--- config.mk ---
export PLATFORM = sky130hd
export DESIGN_NAME = fetch_unit
export DESIGN_NICKNAME = d
export VERILOG_FILES = /design/src/rtl/fetch_unit_pkg.sv /design/src/rtl/fetch_unit_fifo.sv /design/src/rtl/fetch_unit.sv
export SDC_FILE = /design/constraint.sdc
export NUM_CORES = 1
export LEC_CHECK = 0
export CAP_MARGIN = 10
export CORE_ASPECT_RATIO = 0.75
export CORE_UTILIZATION = 46
export CTS_CLUSTER_SIZE = 8
export DETAILED_ROUTE_END_ITERATION = 8
export GPL_ROUTABILITY_DRIVEN = 0
export PLACE_DENSITY = 0.8
export SYNTH_ARGS = -nofsm -noshare
export SYNTH_HDL_FRONTEND = slang
export SYNTH_SLANG_ARGS = --single-unit
--- constraint.sdc ---
create_clock -name clk -period 3 [get_ports clk]
set_input_delay 0.6 -clock clk [delete_from_list [all_inputs] [get_ports clk]]
set_output_delay 0.6 -clock clk [all_outputs]
set_load 0.02 [all_outputs]
--- src/rtl/fetch_unit_pkg.sv ---
// Shared fetch/decode boundary types: IF_ID pipeline register layout and the NOP encoding.
// Latency: n/a (types and constants only).
// Backpressure: n/a.
package fetch_unit_pkg;

    // addi x0, x0, 0
    localparam logic [31:0] INST_NOP = 32'h0000_0013;

    typedef struct packed {
        logic [31:0] pc;
        logic [31:0] fetched_inst;
    } IF_ID;

endpackage

--- src/rtl/fetch_unit_fifo.sv ---
// Generic synchronous FIFO with flush; head is visible combinationally while not empty.
// Latency: a push at edge M is readable as head after edge M (pop no earlier than edge M+1).
// Backpressure: caller must not push when full unless popping in the same cycle.
module fetch_fifo #(
    parameter int WIDTH = 32,
    parameter int DEPTH = 4,
    localparam int AW = $clog2(DEPTH),
    localparam int CW = $clog2(DEPTH + 1)
) (
    input  logic             clk,
    input  logic             reset_n,
    input  logic             flush,
    input  logic             push,
    input  logic [WIDTH-1:0] push_dat,
    input  logic             pop,
    output logic [WIDTH-1:0] head_dat,
    output logic             full,
    output logic             empty,
    output logic [CW-1:0]    count
);

    logic [WIDTH-1:0] mem_q [DEPTH];
    logic [AW-1:0]    wr_ptr_q, wr_ptr_d;
    logic [AW-1:0]    rd_ptr_q, rd_ptr_d;
    logic [CW-1:0]    count_q, count_d;
    logic             do_push, do_pop;

    assign empty    = (count_q == '0);
    assign full     = (count_q == CW'(DEPTH));
    assign count    = count_q;
    assign head_dat = mem_q[rd_ptr_q];

    // A pop frees a slot in the same cycle, so push+pop at full is allowed.
    assign do_pop  = pop && !empty;
    assign do_push = push && (!full || do_pop);

    // Next pointer/occupancy; flush discards everything including this cycle's push.
    always_comb begin
        wr_ptr_d = wr_ptr_q;
        rd_ptr_d = rd_ptr_q;
        count_d  = count_q;
        if (flush) begin
            wr_ptr_d = '0;
            rd_ptr_d = '0;
            count_d  = '0;
        end else begin
            if (do_push) wr_ptr_d = wr_ptr_q + AW'(1);
            if (do_pop)  rd_ptr_d = rd_ptr_q + AW'(1);
            count_d = count_q + CW'(do_push) - CW'(do_pop);
        end
    end

    // Pointer and occupancy state.
    always_ff @(posedge clk or negedge reset_n) begin
        if (!reset_n) begin
            wr_ptr_q <= '0;
            rd_ptr_q <= '0;
            count_q  <= '0;
        end else begin
            wr_ptr_q <= wr_ptr_d;
            rd_ptr_q <= rd_ptr_d;
            count_q  <= count_d;
        end
    end

    // Storage array; contents are don't-care until written, so no reset.
    always_ff @(posedge clk) begin
        if (do_push && !flush) mem_q[wr_ptr_q] <= push_dat;
    end

    overflow_chk: assert property (@(posedge clk) disable iff (!reset_n)
        !(push && full && !pop && !flush));

endmodule

--- src/rtl/fetch_unit.sv ---
// Instruction fetch: owns PC, issues in-order imem requests, buffers responses, feeds IF_ID.
// Latency: response pushed at edge M reaches if_id_reg at edge M+1 earliest; NOP when nothing ready.
// Backpressure: stall holds if_id_reg; requests throttled so outstanding+buffered <= FIFO_DEPTH.
// Optional: define FETCH_PERF_COUNTERS_EN to add perf_fetch_count / perf_bubble_count outputs.
module fetch_unit
    import fetch_unit_pkg::*;
#(
    parameter logic [31:0] RESET_PC   = 32'h0000_0000,
    parameter int          FIFO_DEPTH = 4
) (
    input  logic        clk,
    input  logic        reset_n,
    input  logic        stall,
    input  logic        redirect_valid,
    input  logic [31:0] redirect_pc,
    output logic        imem_req_valid,
    input  logic        imem_req_ready,
    output logic [31:0] imem_req_addr,
    input  logic        imem_resp_valid,
    input  logic [31:0] imem_resp_data,
    output IF_ID        if_id_reg
`ifdef FETCH_PERF_COUNTERS_EN
    ,
    output logic [31:0] perf_fetch_count,
    output logic [31:0] perf_bubble_count
`endif
);

    localparam int CW = $clog2(FIFO_DEPTH + 1);

    localparam logic [0:0] ST_RUN   = 1'b0;
    localparam logic [0:0] ST_FLUSH = 1'b1;

    logic [31:0]   pc_q, pc_d;
    logic [CW-1:0] outstanding_q, outstanding_d;
    logic [CW-1:0] discard_q, discard_d;
    logic [0:0]    state_q, state_d;
    IF_ID          if_id_q, if_id_d;

    logic          accept, drop, resp_keep, data_pop;
    logic          deliver, bubble;
    logic [31:0]   tag_head;
    logic          tag_full, tag_empty;
    logic [CW-1:0] tag_cnt;
    logic [63:0]   data_head;
    logic          data_full, data_empty;
    logic [CW-1:0] data_cnt;

    // Credit: never have more requests in flight plus buffered than the FIFO can hold.
    assign imem_req_valid = !redirect_valid &&
        (({1'b0, outstanding_q} + {1'b0, data_cnt}) < (CW + 1)'(FIFO_DEPTH));
    assign imem_req_addr  = pc_q;
    assign accept         = imem_req_valid && imem_req_ready;

    // In FLUSH every response belongs to a pre-redirect request and is dropped.
    assign drop      = (state_q == ST_FLUSH);
    assign resp_keep = imem_resp_valid && !drop && !redirect_valid;
    assign data_pop  = !redirect_valid && !stall && !data_empty;

    fetch_fifo #(.WIDTH(32), .DEPTH(FIFO_DEPTH)) u_tag_fifo (
        .clk      (clk),
        .reset_n  (reset_n),
        .flush    (redirect_valid),
        .push     (accept),
        .push_dat (pc_q),
        .pop      (resp_keep && !tag_empty),
        .head_dat (tag_head),
        .full     (tag_full),
        .empty    (tag_empty),
        .count    (tag_cnt)
    );

    fetch_fifo #(.WIDTH(64), .DEPTH(FIFO_DEPTH)) u_data_fifo (
        .clk      (clk),
        .reset_n  (reset_n),
        .flush    (redirect_valid),
        .push     (resp_keep),
        .push_dat ({tag_head, imem_resp_data}),
        .pop      (data_pop),
        .head_dat (data_head),
        .full     (data_full),
        .empty    (data_empty),
        .count    (data_cnt)
    );

    // PC, in-flight accounting and flush state.
    always_comb begin
        pc_d          = pc_q;
        outstanding_d = outstanding_q;
        discard_d     = discard_q;
        if (redirect_valid) begin
            pc_d          = {redirect_pc[31:2], 2'b00};
            // Everything still in flight after this cycle is stale.
            outstanding_d = outstanding_q - CW'(imem_resp_valid);
            discard_d     = outstanding_q - CW'(imem_resp_valid);
        end else begin
            if (accept) pc_d = pc_q + 32'd4;
            outstanding_d = outstanding_q + CW'(accept) - CW'(imem_resp_valid);
            discard_d     = discard_q - CW'(imem_resp_valid && drop);
        end
        state_d = (discard_d != '0) ? ST_FLUSH : ST_RUN;
    end

    // IF_ID output: deliver head, emit NOP bubble when empty or redirecting, hold on stall.
    always_comb begin
        if_id_d = if_id_q;
        deliver = 1'b0;
        bubble  = 1'b0;
        if (redirect_valid) begin
            if_id_d.fetched_inst = INST_NOP;
            bubble               = !stall;
        end else if (!stall) begin
            if (!data_empty) begin
                if_id_d = IF_ID'(data_head);
                deliver = 1'b1;
            end else begin
                if_id_d.fetched_inst = INST_NOP;
                bubble               = 1'b1;
            end
        end
    end

    // Fetch stage state registers.
    always_ff @(posedge clk or negedge reset_n) begin
        if (!reset_n) begin
            pc_q          <= RESET_PC;
            outstanding_q <= '0;
            discard_q     <= '0;
            state_q       <= ST_RUN;
            if_id_q       <= '{pc: 32'h0, fetched_inst: INST_NOP};
        end else begin
            pc_q          <= pc_d;
            outstanding_q <= outstanding_d;
            discard_q     <= discard_d;
            state_q       <= state_d;
            if_id_q       <= if_id_d;
        end
    end

    assign if_id_reg = if_id_q;

`ifdef FETCH_PERF_COUNTERS_EN
    logic [31:0] fetch_cnt_q, fetch_cnt_d;
    logic [31:0] bubble_cnt_q, bubble_cnt_d;

    // Delivered-instruction and bubble counters, free-running with natural wrap.
    always_comb begin
        fetch_cnt_d  = fetch_cnt_q + 32'(deliver);
        bubble_cnt_d = bubble_cnt_q + 32'(bubble);
    end

    // Performance counter registers.
    always_ff @(posedge clk or negedge reset_n) begin
        if (!reset_n) begin
            fetch_cnt_q  <= '0;
            bubble_cnt_q <= '0;
        end else begin
            fetch_cnt_q  <= fetch_cnt_d;
            bubble_cnt_q <= bubble_cnt_d;
        end
    end

    assign perf_fetch_count  = fetch_cnt_q;
    assign perf_bubble_count = bubble_cnt_q;

    logic unused_sigs;
    assign unused_sigs = &{1'b0, tag_full, tag_cnt, data_full, redirect_pc[1:0]};
`else
    logic unused_sigs;
    assign unused_sigs = &{1'b0, tag_full, tag_cnt, data_full, redirect_pc[1:0],
                           deliver, bubble};
`endif

endmodule

# Yosys cells after proc, flatten, opt, wreduce, memory -nomap -nowiden

Memory sizes are Yosys's and may differ from the RTL's.
Index checks and enable logic that the tools add are counted.
W data, S select, Z words.

Memories: 2
Logic and storage cells: 89
Output and inout port bits: 97
Register bits after elaboration: 117
Bits in writable memories: 384
Input port bits: 70

Memory list:

| memory            | words | bits a word | rd ports | clocked after Yosys merged registers in | wr ports | RTL line              | source |
|---|---|---|---|---|---|---|---|
| u_data_fifo.mem_q | 4     | 64          | 1        | 0                                       | 1        | fetch_unit_fifo.sv:22 | `logic [WIDTH-1:0] mem_q [DEPTH];` |
| u_tag_fifo.mem_q  | 4     | 32          | 1        | 0                                       | 1        | fetch_unit_fifo.sv:22 |  |

Add/sub/neg operators: 14
Equal/unequal tests: 3
Magnitude comparators: 1
Mux-type cells: 22
Reduce and logical (&&, ||, !) cells: 32
Bitwise gates (word level): 3

Operator list:

| kind                    | count |
|---|---|
| $mux W32                | 5 |
| $add A32 B3 Y32 const B | 1 |
| $mux W2                 | 8 |
| $sub A3 B1 Y3           | 5 |
| $logic_and A1 B1 Y1     | 14 |
| $mux W3                 | 4 |
| $reduce_bool A2 Y1      | 5 |
| $add A3 B1 Y3           | 3 |
| $add A2 B1 Y2 const B   | 4 |
| $logic_not A1 Y1        | 7 |
| $eq A3 B3 Y1 const B    | 2 |
| $logic_not A3 Y1        | 2 |
| $mux W1                 | 5 |
| $add A3 B3 Y4           | 1 |
| $lt A4 B3 Y1 const B    | 1 |
| $not A1 Y1              | 3 |
| $reduce_and A3 Y1       | 1 |
| $reduce_bool A3 Y1      | 1 |
| $logic_or A1 B1 Y1      | 2 |
| $ne A2 B1 Y1 const B    | 1 |

# Depth between registers and ports, before layout

Gate-level depths: netlist of run 1.

Word-level depth: 10
Depth in mapped cells: 13

# By module

A second synthesis of run 1 with hierarchy kept.

Cell total of the unflattened synthesis: 1050
Area, all modules: 19447.4 um2

By module, submodules not included:

| module                   | instances | seq. area each (um2) | area each (um2) | cells each |
|---|---|---|---|---|
| fetch_fifo (u_data_fifo) | 1         | 7862.5               | 9718.1          | 379 |
| fetch_fifo (u_tag_fifo)  | 1         | 4018.9               | 5112.4          | 213 |
| fetch_unit               | 1         | 2531.2               | 4616.9          | 458 |

# Worst setup path before layout of run 1

OpenSTA, ideal clock, no wires.

Path kind: in2reg
Start: input redirect_valid
End: memory u_data_fifo.mem_q[0][0] (enable)
Buffers on the path: 1
Path slack: -0.473 ns
Arrival: 3.046 ns
Required time: 2.574 ns
Cell stages on the path: 4
Cells stage by stage: buf_6 or3b_2 a31oi_2 and2_1

Cells in the longest elaborated chain, start to end: 9
Elaborated cells on any way between the ends: 10

RTL lines:

| item                              | RTL line                                                  | source |
|---|---|---|
| start, declared                   | fetch_unit.sv:14                                          | `input logic redirect_valid,` |
| $logic_not A1 Y1 *                | fetch_unit_fifo.sv:68, fetch_unit.sv:57, fetch_unit.sv:58 |  |
| $logic_and A1 B1 Y1 (2 in series) | fetch_unit.sv:58                                          | `assign data_pop = !redirect_valid && !stall && !data_empty;` |
| $logic_and A1 B1 Y1               | fetch_unit_fifo.sv:34                                     | `assign do_pop = pop && !empty;` |
| $logic_or A1 B1 Y1                | fetch_unit_fifo.sv:35                                     | `assign do_push = push && (!full \|\| do_pop);` |
| $logic_and A1 B1 Y1               | fetch_unit_fifo.sv:35                                     |  |
| $logic_and A1 B1 Y1 *             | fetch_unit_fifo.sv:68                                     | `if (do_push && !flush) mem_q[wr_ptr_q] <= push_dat;` |
| $mux W1 *                         | fetch_unit_fifo.sv:68                                     |  |
| $mux W1 (not written as such) *   | fetch_unit_fifo.sv:68                                     |  |
| end, declared                     | fetch_unit_fifo.sv:22                                     |  |

Every way passes the cells marked *; elsewhere a longest branch is shown, timed or not.

# Worst setup path after layout of run 1

Start: register outstanding_q[2]
End: register outstanding_q[2]

Cells in the longest elaborated chain, start to end: 7
Elaborated cells on any way between the ends: 8

RTL lines:

| item                   | RTL line          | source |
|---|---|---|
| start, declared        | fetch_unit.sv:35  | `logic [CW-1:0] outstanding_q, outstanding_d;` |
| start signal, assigned | fetch_unit.sv:133 | `outstanding_q <= outstanding_d;` |
| $add A3 B3 Y4          | fetch_unit.sv:51  | `(({1'b0, outstanding_q} + {1'b0, data_cnt}) < (CW + 1)'(FIFO_DEPTH));` |
| $lt A4 B3 Y1           | fetch_unit.sv:51  |  |
| $logic_and A1 B1 Y1    | fetch_unit.sv:50  | `assign imem_req_valid = !redirect_valid &&` |
| $logic_and A1 B1 Y1    | fetch_unit.sv:53  | `assign accept = imem_req_valid && imem_req_ready;` |
| $add A3 B1 Y3          | fetch_unit.sv:98  | `outstanding_d = outstanding_q + CW'(accept) - CW'(imem_resp_valid);` |
| $sub A3 B1 Y3          | fetch_unit.sv:98  |  |
| $mux W3 *              | fetch_unit.sv:91  | `if (redirect_valid) begin` |
| net outstanding_d[2]   | fetch_unit.sv:35  |  |

Mark *: on every way through the listed nets, which the timed path passes. The rest lies on a longest branch.
A chain may end at the register's enable or synchronous reset.

==> flow_metrics.env, run 1 <==
export IMPL_share_clk_of_total_power_pct=38.7
export IMPL_max_freq_mhz=368
export IMPL_global_route_usage_total_pct=19.9
export IMPL_fin_skew_ns=0.0231
export IMPL_critical_path_reg2reg_startpoint="outstanding_q[2]$_DFF_PN0_"
export IMPL_p_sw_share_pct=25.8
export IMPL_met3_wirelength_mm=3.05
export IMPL_setup_repair_after_global_routing_missed_its_margin="no"
export IMPL_synth_area_leaders="edfxtp_1 59%, dfrtp_1 15%, mux4_2 11%"
export IMPL_grt_pass1_wl_mm=61.8
export IMPL_synthesis_yosys_warnings=0
export IMPL_portBuffers=160
export IMPL_r2r_setup_slack_ns=0.28
export IMPL_setup_total_negative_slack_ns=0
export IMPL_cts_inserted_buffers=70
export IMPL_fillCellCount=2796
export IMPL_power_report_internal_total_mw=14.0
export IMPL_die_h_um=177
export IMPL_core_area_um2=39800
export IMPL_critPathCaptureType="flip-flop"
export IMPL_wl_per_cell_um=22.0
export IMPL_cp_data_arrival_time_ns=3.21
export IMPL_clock_period_minus_worst_slack_ns=2.72
export IMPL_setup_violations_final=0
export IMPL_wl_met1_mm=17.8
export IMPL_nets=1336
export IMPL_hold_class="in2async"
export IMPL_slew_limit_headroom_pct=38.4
export IMPL_critPathLaunchType="flip-flop"
export IMPL_detail_route_drc_violations=0
export IMPL_ys_seq_elements=481
export IMPL_p_switching_mw=4.88
export IMPL_antenna_violations_before_repair=2
export IMPL_cts_tree="built"
export IMPL_clock_sink_count=481
export IMPL_ys_seq_area_share_pct=74.3
export IMPL_globalRouteOverflowTotal=0
export IMPL_largest_reg_flops=248
export IMPL_design_die_area_um2=41400
export IMPL_detail_route_iter0_violations=853
export IMPL_cts_post_setup_buffers_inserted=0
export IMPL_grt_start_max_net_pins=61
export IMPL_power_per_cell_area_nw_per_um2=810
export IMPL_worst_r2r_cell_count=11
export IMPL_synthToLayoutAreaGrowth_pct=24.7
export IMPL_number_of_enable_type_register_cells_in_the_synthesized_netlist=368
export IMPL_drtPass1Iterations=8
export IMPL_clk_insertion_delay_late_ns=0.58
export IMPL_vias_per_cell=5.61
export IMPL_synthesis_instances=1024
export IMPL_ant_nets=0
export IMPL_top_layer="met5"
export IMPL_r2r_end="outstanding_q[2]$_DFF_PN0_"
export IMPL_clock_pin_slew_on_the_worst_setup_and_hold_paths_ns=0.05
export IMPL_share_seq_of_total_power_pct=44.8
export IMPL_synth_distinct_cells=60
export IMPL_critPathRequiredTime_ns=3.49
export IMPL_timing_max_transition_violations_final=0
export IMPL_vias_after_detailed_routing=10200
export IMPL_fraction_of_registers_with_async_set_or_reset_after_synthesis_pct=23.5
export IMPL_status="finished, final reports clean"
export IMPL_worst_path_max_fanout=3
export IMPL_crit_top_cell="ha_1"
export IMPL_wl_mm=40.1
export IMPL_layout_drive_gt1_share_pct=18.1
export IMPL_share_comb_of_total_power_pct=16.5
export IMPL_mappedNetlistArea_um2=18700
export IMPL_post_synth_top_area_cell="edfxtp_1"
export IMPL_dp_worst_setup_slack_ns=0.0258
export IMPL_dominantRegCellSynth="edfxtp_1"
export IMPL_start_util_pct=46.9
export IMPL_clk_root_buffer_cell="clkbuf_16"
export IMPL_fin_ws_ns=0.281
export IMPL_max_cap_viol_count=0
export IMPL_crit_path_cell_trace="ha_1 -> nor4_4 -> and3_1 -> inv_4 -> ha_1 -> inv_1 -> ha_1 -> fa_1 -> xor2_1 -> o21ai_0 -> xor2_1"
export IMPL_vias_in_the_first_global_route=10500
export IMPL_floorplan_rows=63
export IMPL_cts_max_level=3
export IMPL_timing_hold_ws_ns=0.0284
export IMPL_netlist_area_leader_share_pct=59.1
export IMPL_chipWidth_um=235
export IMPL_worst_pin_slew_ns=0.920
export IMPL_leakage_nw=8.22
export IMPL_timing_worst_setup_path_type="reg2reg"
export IMPL_clockBufferDepth=3
export IMPL_cp_slowest_stage_delay_ns=0.41
export IMPL_met2RoutedLength_mm=18.8
export IMPL_slowest_stage="dfrtp_1"
export IMPL_place_hpwl_mm=24.2
export IMPL_final_min_period_over_clock_period_pct=90.6
export IMPL_ir_worst_vdd_mv=0.388
export IMPL_avgSynthCellArea_um2=18.2
export IMPL_finalHoldViolCount=0
export IMPL_io_pins=167
logic make-up after synthesis:
family | share of synthesized area [%]
xor+xnor | 0.703
simple gates | 6.06
flops | 74.3
mux | 11.5
fa+ha+maj | 1.73
compound gates | 3.78
buf+inv | 1.90
other cells | 0.0201
metal layers:
| layer | vias to the layer above | track usage [%] |
|---|---|---|
| met5 | - | 0 |
| met4 | 2 | 5.15 |
| met3 | 41 | 4.72 |
| met2 | 450 | 31.0 |
| met1 | 5250 | 28.5 |
| li1 | 4461 | - |
Yosys cell counts (5+ instances only):
library cell and n:
inv_1 21, buf_2 12, nand2_1 132, xnor2_1 7
or3_1 6, dfrtp_1 110, a22o_1 30, nand4_1 12
and3_1 7, nor3_1 5, edfxtp_1 368, mux2i_1 6
xor2_1 8, and2_1 16, buf_4 5, a221o_1 5
nor2_1 24, nand3_1 16, o21ai_0 12, o311ai_0 6
clkbuf_1 33, mux4_2 92, o211ai_1 10, ha_1 21
and4_1 5
cell type report:
cell class | instances | area (µm²) | share of cell area, %
Sequential cell | 481 | 13900 | 59.6
Multi-Input combinational cell | 467 | 4470 | 19.2
Timing Repair Buffer | 199 | 2110 | 9.08
Clock buffer | 125 | 2040 | 8.77
Tap cell | 520 | 651 | 2.79
Inverter | 23 | 88.8 | 0.381
Clock inverter | 4 | 42.5 | 0.183
Antenna cell | 1 | 2.50 | 0.0107
cells in the final DEF (no fill, tap or decap), types with 3 or more instances in the layout:
master | Yosys | routed
and2_1 | 16 | 12
xnor2_1 | 7 | 7
fa_1 | 3 | 3
and2_2 | 0 | 4
o22a_1 | 3 | 3
nand4_1 | 12 | 12
mux2i_1 | 6 | 6
mux4_2 | 92 | 92
nor2_1 | 24 | 24
o21ai_0 | 12 | 12
buf_4 | 5 | 22
dfrtp_1 | 110 | 107
nor3_1 | 5 | 5
a22o_1 | 30 | 30
o211ai_1 | 10 | 10
nand3_1 | 16 | 16
clkdlybuf4s50_1 | 0 | 157
clkbuf_1 | 33 | 51
a221o_1 | 5 | 5
nor2b_1 | 4 | 3
conb_1 | 1 | 4
and3_1 | 7 | 7
clkbuf_16 | 0 | 74
nand2_1 | 132 | 132
ha_1 | 21 | 21
xor2_1 | 8 | 8
dfstp_2 | 3 | 3
inv_1 | 21 | 21
or3_1 | 6 | 6
edfxtp_1 | 368 | 368
buf_12 | 0 | 18
a41oi_1 | 3 | 3
and4_1 | 5 | 5
o311ai_0 | 6 | 6
critical path: cells and delay by family, from the launching register on:
family                     cells  cell delay, ns
AOI/OAI and AO/OA              1            0.18
xor gates and xnor gates       2            0.33
adders and majority gates      4            1.16
buffers and inverters          2            0.07
DFF                            1            0.41
and+or+nand+nor                2            0.49
power by group through the flow:
stage | Combinational, mW | Sequential, mW | Clock (mW)
2_1_floorplan | 1.56 | 8.72 | 0
3_3_place_gp | 3.06 | 8.52 | 0
3_5_place_dp | 3.13 | 8.56 | 0
4_1_cts | 3.16 | 8.46 | 7.44
5_1_grt | 3.35 | 8.53 | 7.74
6_report | 3.11 | 8.45 | 7.32
how the worst max path moves through the flow:
stage	start	end	slack (ns)	cells after the start
floorplan	redirect_valid	outstanding_q[2]$_DFF_PN0_	0.09	13
global placement	imem_resp_valid	u_tag_fifo.count[2]$_DFF_PN0_	0.02	10
detailed placement	imem_resp_valid	u_tag_fifo.count[2]$_DFF_PN0_	0.03	10
CTS	outstanding_q[2]$_DFF_PN0_	imem_req_valid	0.06	4
global route	outstanding_q[2]$_DFF_PN0_	outstanding_q[2]$_DFF_PN0_	0.14	11
finish	outstanding_q[2]$_DFF_PN0_	outstanding_q[2]$_DFF_PN0_	0.28	11
stage by stage:
step	area (µm²)	power (mW)	utilization (%)	instances
after global placement	21200	11.6	53.3	1690
final	23300	18.9	58.5	1820
after global routing	23300	19.6	58.5	1819
after floorplan	18700	10.3	-	1027
after detailed placement	21200	11.7	53.3	1690
after CTS	23300	19.1	58.5	1819
what timing repair did:
action,in CTS,in global routing
resized for setup,0,1
hold buffers,0,0
endpoints found under the setup margin,0,1
Power figures use the tool's default switching activity.
==> inputs of run 2 (changes only) <==
- CORE_MARGIN: unset -> 2
- PLACE_DENSITY: 0.8 -> 0.79
- SYNTH_HIERARCHICAL: unset -> 1
==> flow_metrics.env, run 2 <==
export IMPL_floorplan_rows=65
export IMPL_synthesis_yosys_warnings=6
export IMPL_cts_max_level=3
export IMPL_clock_period_minus_worst_slack_ns=2.83
export IMPL_die_h_um=182
export IMPL_final_min_period_over_clock_period_pct=94.2
export IMPL_clk_root_buffer_cell="clkbuf_16"
export IMPL_detail_route_drc_violations=0
export IMPL_leakage_nw=8.52
export IMPL_clock_pin_slew_on_the_worst_setup_and_hold_paths_ns=0.05
export IMPL_mappedNetlistArea_um2=19400
export IMPL_critPathRequiredTime_ns=3.50
export IMPL_fin_ws_ns=0.175
export IMPL_wl_mm=41.1
export IMPL_clockBufferDepth=3
export IMPL_global_route_usage_total_pct=19.3
export IMPL_worstHoldPathCells=3
export IMPL_worst_pin_slew_ns=0.758
export IMPL_vias_in_the_first_global_route=10800
export IMPL_antenna_violations_before_repair=1
export IMPL_cp_data_arrival_time_ns=3.33
export IMPL_total_buffers_and_inverters_traversed_by_the_critical_path=1
export IMPL_worst_hold_startpoint="redirect_valid"
export IMPL_portBuffers=162
export IMPL_nets=1384
export IMPL_avgSynthCellArea_um2=18.5
export IMPL_worst_r2r_cell_count=11
export IMPL_vias_per_cell=5.37
export IMPL_power_per_cell_area_nw_per_um2=711
export IMPL_status="finished, final reports clean"
export IMPL_crit_path_cell_trace="ha_4 -> nor4b_4 -> nand2_1 -> or2_2 -> ha_1 -> inv_1 -> ha_1 -> fa_1 -> xor2_1 -> o21ai_1 -> xor2_1"
export IMPL_synthToLayoutAreaGrowth_pct=24.9
export IMPL_largest_reg_flops=256
export IMPL_max_cap_viol_count=0
export IMPL_grt_pass1_wl_mm=63.2
export IMPL_final_common_cell="edfxtp_1"
export IMPL_drtPass1Iterations=5
export IMPL_ant_nets=0
export IMPL_detail_route_iter0_violations=695
export IMPL_cts_tree="built"
export IMPL_design_die_area_um2=43900
export IMPL_critPathCaptureType="flip-flop"
export IMPL_cts_inserted_buffers=72
export IMPL_start_util_pct=46.4
export IMPL_globalRouteOverflowTotal=0
export IMPL_critical_path_reg2reg_startpoint="outstanding_q[2]$_DFF_PN0_"
export IMPL_setup_violations_final=0
export IMPL_critPathLaunchType="flip-flop"
export IMPL_antenna_cells=0
export IMPL_max_freq_mhz=354
export IMPL_ir_worst_vdd_mv=0.465
export IMPL_place_hpwl_mm=25.0
export IMPL_slew_limit_headroom_pct=49.5
export IMPL_finalHoldViolCount=0
export IMPL_wl_per_cell_um=21.4
export IMPL_clk_insertion_delay_late_ns=0.58
export IMPL_fillCellCount=3059
export IMPL_layout_drive_gt1_share_pct=19.7
export IMPL_worst_path_max_fanout=3
export IMPL_most_common_layout_cells="384 x edfxtp_1, 159 x clkdlybuf4s50_1, 136 x nand2_1"
export IMPL_timing_max_transition_violations_final=0
export IMPL_hold_class="in2reg"
export IMPL_multiInputGateArea_um2=4690
export IMPL_chipWidth_um=241
export IMPL_grt_start_max_net_pins=63
export IMPL_post_layout_total_power_mw=17.3
export IMPL_worst_path_dominant_cell_family="adder cells"
export IMPL_fin_skew_ns=0.0224
export IMPL_timing_worst_setup_path_type="reg2reg"
export IMPL_clock_sink_count=499
export IMPL_slowest_stage="dfrtp_1"
export IMPL_synthesis_instances=1048
export IMPL_vias_after_detailed_routing=10300
export IMPL_cp_slowest_stage_delay_ns=0.44
export IMPL_dp_worst_setup_slack_ns=-0.186
export IMPL_worstSetupStartpoint="outstanding_q[2]$_DFF_PN0_"
export IMPL_ff_latch_area_um2=14400
export IMPL_worstSetupPathDepth=11
export IMPL_io_pins=167
export IMPL_r2r_setup_slack_ns=0.17
export IMPL_core_area_um2=41900
-- run 2: cell types whose count changed in the layout (fill, tap and decap cells not counted), moves of 8 or more --
| cell | previous run | this run |
|---|---|---|
| o21ai_1 | 2 | 11 |
| o211ai_1 | 10 | 1 |
| buf_4 | 22 | 30 |
| and2_1 | 12 | 1 |
| edfxtp_1 | 368 | 384 |
| o21ai_0 | 12 | 21 |
| xnor2_1 | 7 | 29 |
| nand3_1 | 16 | 8 |
-- run 2: tightest hold or removal path: cells and delay by family --
| kind | cells | cell delay (ns) |
|---|---|---|
| AO/OA/AOI/OAI | 1 | 0.05 |
| buffers and inverters | 1 | 0.21 |
| AND/OR/NAND/NOR | 1 | 0.10 |
-- run 2: stage by stage --
stage               util [%]    TNS, ns  hold slack, ns  instance area (µm²)  cells
detailed placement      52.8     -0.240           0.461                22100   1786
floorplan                  -     -28.87           0.304                19500   1057
finish                  57.9          0           0.429                24300   1920
global route            57.9  -0.000317           0.409                24300   1920
global placement        52.8     -0.195           0.457                22100   1786
CTS                     57.9          0           0.387                24300   1920
-- run 2: layout make-up --
cell class / count / share of cell area (%)
sequential: 499 / 59.4
multi-input combinational: 484 / 19.3
timing repair buffer: 212 / 9.25
clock buffer: 129 / 8.57
tap: 569 / 2.93
inverter: 23 / 0.356
clock inverter: 4 / 0.139
-- run 2: per-layer routing --
| metal | GRT usage, % | routed length (µm) | up-vias | part of all wire, % |
|---|---|---|---|---|
| met5 | 0 | 13 | - | 0.032 |
| met4 | 5.38 | 686 | 2 | 1.7 |
| met3 | 4.79 | 3070 | 53 | 7.5 |
| met2 | 30.3 | 19800 | 397 | 48 |
| met1 | 27.0 | 17600 | 5297 | 43 |
| li1 | - | - | 4552 | - |
-- run 2: timing repair --
action	in CTS	in global routing
setup buffers	0	0
endpoints found under the setup margin	0	3
resized for setup	0	3
hold buffers	1	0
endpoints found under the hold margin	16	0
-- run 2: power breakdown --
group          total [mW]  switching [mW]  internal, mW
combinational        1.69           0.905         0.790
clock                7.44            2.79          4.65
sequential           8.12           0.293          7.83
-- run 2: final timing paths --
| path | end |
|---|---|
| setup / recovery | outstanding_q[2]$_DFF_PN0_ |
| hold / removal | imem_req_addr[25]$_DFFE_PN0N_ |
| setup reg to reg | outstanding_q[2]$_DFF_PN0_ |
| hold reg to reg | if_id_reg[35]$_DFFE_PN0P_ |
| max in group asynchronous | imem_req_addr[4]$_DFFE_PN0N_ |
| min in group asynchronous | if_id_reg[32]$_DFFE_PN0P_ |
